$ cat src/rtl/demorgan_pkg.sv
// demorgan_pkg: state encodings and reference truth tables for the De Morgan sweep sequencer
package demorgan_pkg;
  typedef enum logic [1:0] {ST_IDLE, ST_DRIVE, ST_SAMPLE, ST_DONE} state_t;
  localparam int N_VEC = 8;
  localparam logic [7:0] EXP_NAND3 = 8'h7F;
  localparam logic [7:0] EXP_NOR3  = 8'h01;
  localparam logic [7:0] EXP_AND3  = 8'h80;
  localparam logic [7:0] EXP_OR3   = 8'hFE;
endpackage

$ cat src/rtl/demorgan_settle_timer.sv
// demorgan_settle_timer: loadable down-counter; expired once SETTLE drive cycles have elapsed
module demorgan_settle_timer #(
  parameter int SETTLE = 2
) (
  input  logic clk,
  input  logic rst,
  input  logic load,
  input  logic en,
  output logic expired
);
  localparam int W = $clog2(SETTLE + 1);
  logic [W-1:0] r_cnt;
  // loading SETTLE-1 makes the cycle in which the count reads zero the last drive cycle
  always_ff @(posedge clk or posedge rst) begin
    if (rst) r_cnt <= '0;
    else if (load) r_cnt <= W'(SETTLE - 1);
    else if (en && r_cnt != '0) r_cnt <= r_cnt - W'(1);
  end
  assign expired = r_cnt == '0;
endmodule

$ cat src/rtl/demorgan_truth_table_sequencer.sv
// demorgan_truth_table_sequencer: sweeps {a,b,c}=0..7 into a gate, samples d and checks it against EXPECTED
module demorgan_truth_table_sequencer
  import demorgan_pkg::*;
#(
  parameter logic [7:0] EXPECTED = EXP_NAND3,
  parameter int         SETTLE   = 2
) (
  input  logic       clk,
  input  logic       rst,
  input  logic       start,
  output logic       dut_a,
  output logic       dut_b,
  output logic       dut_c,
  input  logic       dut_d,
  output logic       busy,
  output logic       done,
  output logic       pass,
  output logic [7:0] captured,
  output logic [3:0] err_count,
  output logic [2:0] fail_idx
);
  state_t     r_state;
  logic [2:0] r_idx, r_vec, r_fidx;
  logic       r_busy, r_done, r_pass;
  logic [7:0] r_cap;
  logic [3:0] r_err;
  logic       w_expired, w_mis, w_load;
  logic [3:0] w_err_nxt;
  assign w_load    = (r_state == ST_IDLE && start) || (r_state == ST_SAMPLE && r_idx != 3'd7);
  assign w_mis     = dut_d != EXPECTED[r_idx];
  assign w_err_nxt = r_err + {3'b000, w_mis};
  demorgan_settle_timer #(.SETTLE(SETTLE)) u_timer (
    .clk     (clk),
    .rst     (rst),
    .load    (w_load),
    .en      (r_state == ST_DRIVE),
    .expired (w_expired)
  );
  always_ff @(posedge clk or posedge rst) begin
    if (rst) begin
      r_state <= ST_IDLE;
      r_idx   <= '0;
      r_vec   <= '0;
      r_busy  <= 1'b0;
      r_done  <= 1'b0;
      r_pass  <= 1'b0;
      r_cap   <= '0;
      r_err   <= '0;
      r_fidx  <= '0;
    end else begin
      case (r_state)
        ST_IDLE: if (start) begin
          r_state <= ST_DRIVE;
          r_idx   <= '0;
          r_vec   <= '0;
          r_busy  <= 1'b1;
          r_pass  <= 1'b0;
          r_cap   <= '0;
          r_err   <= '0;
          r_fidx  <= '0;
        end
        ST_DRIVE: if (w_expired) r_state <= ST_SAMPLE;
        ST_SAMPLE: begin
          r_cap[r_idx] <= dut_d;
          r_err        <= w_err_nxt;
          if (w_mis && r_err == '0) r_fidx <= r_idx;
          // pass uses the post-sample count so the last vector is not lost
          if (r_idx == 3'd7) begin
            r_state <= ST_DONE;
            r_done  <= 1'b1;
            r_pass  <= w_err_nxt == '0;
            r_vec   <= '0;
          end else begin
            r_state <= ST_DRIVE;
            r_idx   <= r_idx + 3'd1;
            r_vec   <= r_idx + 3'd1;
          end
        end
        ST_DONE: begin
          r_state <= ST_IDLE;
          r_done  <= 1'b0;
          r_busy  <= 1'b0;
        end
        default: r_state <= ST_IDLE;
      endcase
    end
  end
  assign {dut_a, dut_b, dut_c} = r_vec;
  assign busy      = r_busy;
  assign done      = r_done;
  assign pass      = r_pass;
  assign captured  = r_cap;
  assign err_count = r_err;
  assign fail_idx  = r_fidx;
endmodule

$ cat config.mk
export PLATFORM = sky130hd
export DESIGN_NAME = demorgan_truth_table_sequencer
export DESIGN_NICKNAME = d
export VERILOG_FILES = /design/src/rtl/demorgan_pkg.sv /design/src/rtl/demorgan_settle_timer.sv /design/src/rtl/demorgan_truth_table_sequencer.sv
export SDC_FILE = /design/constraint.sdc
export NUM_CORES = 1
export LEC_CHECK = 0
export ABC_AREA = 1
export ABC_CLOCK_PERIOD_IN_PS = 1800
export CAP_MARGIN = 10
export CORE_MARGIN = 5
export CORE_UTILIZATION = 49
export CTS_BUF_LIST = sky130_fd_sc_hd__clkbuf_2 sky130_fd_sc_hd__clkbuf_4 sky130_fd_sc_hd__clkbuf_8
export DETAILED_ROUTE_END_ITERATION = 8
export GPL_ROUTABILITY_DRIVEN = 0
export PLACE_DENSITY = 0.78
export SLEW_MARGIN = 15
export SYNTH_ARGS = -nofsm -noshare
export SYNTH_HDL_FRONTEND = slang
export SYNTH_SLANG_ARGS = --single-unit
$ cat constraint.sdc
create_clock -name clk -period 1.8 [get_ports clk]
set_clock_uncertainty 0.15 [all_clocks]
set_input_delay 0.27 -clock clk [delete_from_list [all_inputs] [get_ports clk]]
set_output_delay 0.27 -clock clk [all_outputs]
set_load 0.01 [all_outputs]
==> out/qor.txt <==
Net Count, Synth = 183
crit path max fanout = 3
clk buf depth = 2
worst path cell trace = ha_2 -> ha_4 -> nand2_2 -> nand2_2 -> ha_4 -> ha_4 -> nor2_4 -> nand4_1 -> o21ai_1
relative slew slack = 0.762
1st-iter DRT viols = 71
nets@finish = 219
Syn Area/Cell = 8.28 um^2
top achievable clock speed = 543 MHz
port buffer count = 24
Max IR drop VDD = 0.801 mV
Int Power = 1.21 mW
CP max-delay cell = dfrtp_1
slew of the pin with the lowest slew margin = 0.357 ns
final number of hold-violating endpoints = 0
DRT Wirelength = 3.07 mm
HPWL Detailed = 2.27 mm
worst-skew pair later-pin latency = 0.33 ns
Worst EP required = 1.92 ns
vias in the first global route = 1343
crit-path max cell delay = 0.41 ns
Die Y-Extent = 64.2 um
via count = 1225
PwrDens = 1070 nW/um^2
met2 WL = 1.54 mm
# placed instances = 231
met3 WL = 102 um
Net Sw Frac = 0.387
RSZ-0062 raised after global routing = true
Total Routing Usage GR = 0.173
Cell Count, Final, Fillers Out = 239
via density per instance = 5.13
flops & latches, synth = 28
most area-consuming cells after synthesis = dfrtp_1, nand2_1, inv_1
row count = 19
uppermost layer routed = met4
CTS Sinks = 28
CTS tree = done
Mapped Area = 1440 um^2
top-area cell type share of the netlist area = 0.487
status = finished, violations left
# Max-Cap Violations = 0
Num CTS Buffers = 3
CTS clk-pin slew, worst paths = 0.15 ns
Post-CTS Hold Fix Bufs = 0
Wirelength per Cell = 12.8 um
pre-CTS setup slack = -0.343 ns
largest net degree at the start of global routing = 29
combinational share of power = 0.449
sequential fraction of design power = 0.416
grt total ovfl = 0
Syn. warnings = 0
synthesized instance count = 174
Worst setup SP type = register
Clock power frac = 0.135
Final period util = 1.02
P_sw = 0.764 mW
Hold Crit Class = in -> async
failing checks = setup timing
DRT met1 WL = 1.39 mm
leakage power = 0.966 nW
Clk Tree Root Cell = clkbuf_4
DR DRC count = 0
layout cells sized above 1 = 0.183
most used cell, CP = ha_4
PnR worst setup slack = -0.0418 ns
Detailed Routing Iterations Pass 1 = 4
commonest non-fill, non-tap cells in the layout = nand2_1, dfrtp_1, clkdlybuf4s50_1
Total Power = 1.97 mW
final setup vio count = 2
Worst setup EP type = register
IO Count = 25
register area share after synthesis = 0.487
die width = 64.2 um
initial antenna violation count = 0
core region area = 2780 um^2
Initial Util = 0.518
CP Class = reg -> reg
# H-tree levels = 1
Synth cell types = 24
Worst EP arrival = 1.96 ns
Max Slew Vio Count = 0
first-pass GRT wire length = 5.79 mm
area leader, netlist = dfrtp_1
Routed Antenna Nets = 0
min Tclk post-route = 1.84 ns
area growth from synthesis to layout = 28.5%
die area = 4120 um^2
diode count = 0
commonest non-fill, non-tap cell in the layout = nand2_1
-- power by group through the flow --
stage          Combinational (mW)  Sequential, mW  Clock, mW
4_1_cts                     0.822           0.840      0.270
2_1_floorplan               0.523           0.878          0
5_1_grt                     0.999           0.841      0.299
3_5_place_dp                0.796           0.854          0
6_report                    0.886           0.822      0.266
3_3_place_gp                0.772           0.847          0
-- state kept, by name, indices dropped and copies added (netlist names) --
signal         cells
done               1
pass               1
u_timer.r_cnt      2
r_vec              3
fail_idx           3
err_count          4
captured           8
r_idx              3
busy               1
r_state            2
-- critical path: cells and delay by family (launching register included) --
family / cells / cell delay, ns
DFF: 1 / 0.41
AOI/OAI and AO/OA: 1 / 0.14
and+or+nand+nor: 4 / 0.30
adders and majority gates: 4 / 0.79
-- routing by layer --
layer / up-vias / global-route usage
met5: - / 0
li1: 615 / -
met1: 582 / 0.212
met2: 24 / 0.304
met4: 0 / 0.0662
met3: 4 / 0.0245
-- Yosys cell counts (all sizes together) --
library cell,number
nand3,17
nand2,58
nand4,3
o21ai,15
buf,4
o22ai,1
nor2,13
inv,26
a21boi,1
dfrtp,28
xor2,1
a31o,1
ha,5
o31ai,1
-- cell type report --
cell class	count	area (um^2)
well taps	31	38.8
flip-flops and latches	28	702
repair buffers	35	323
inverters	26	103
fillers	247	931
clock buffers	3	22.5
multi-input cells	116	662
-- worst paths after layout --
kind                             startpoint      endpoint  slack, ns  depth (start not counted)
worst max-delay path               r_idx[1]          pass      -0.04                          9
worst min-delay path                    rst          pass       0.14                          3
worst max register to register     r_idx[1]          pass      -0.04                          9
worst min register to register  captured[5]   captured[5]       0.34                          2
max in group asynchronous               rst  err_count[1]       1.08                          3
min in group clk                captured[5]   captured[5]       0.34                          2
-- metrics by stage --
step | hold WS (ns) | setup TNS (ns) | cell area, um^2 | util
floorplan | 0.185 | 0 | 1490 | -
global placement | 0.312 | -0.623 | 1780 | 0.639
detailed placement | 0.310 | -0.966 | 1780 | 0.639
CTS | 0.153 | -0.140 | 1820 | 0.656
global route | 0.170 | -0.315 | 1850 | 0.665
finish | 0.141 | -0.0799 | 1850 | 0.665
-- repair_timing --
action | CTS | global route
endpoints found under the hold margin | 0 | 0
buffers inserted | 3 | 2
pin swaps | 5 | 3
gates resized for setup | 1 | 6
endpoints found under the setup margin | 4 | 6
-- logic make-up (layout without fill, tap and decap cells) --
group,count (synthesis),in the layout,synth area share
adder cells (fa/ha/maj),5,5,0.0434
AND/OR/NAND/NOR,91,91,0.297
flip-flops,28,28,0.487
XOR/XNOR,1,1,0.00608
buffers and inverters,30,64,0.0938
AO/OA/AOI/OAI,19,19,0.0730
No activity file was read; power rests on OpenSTA's default activity.
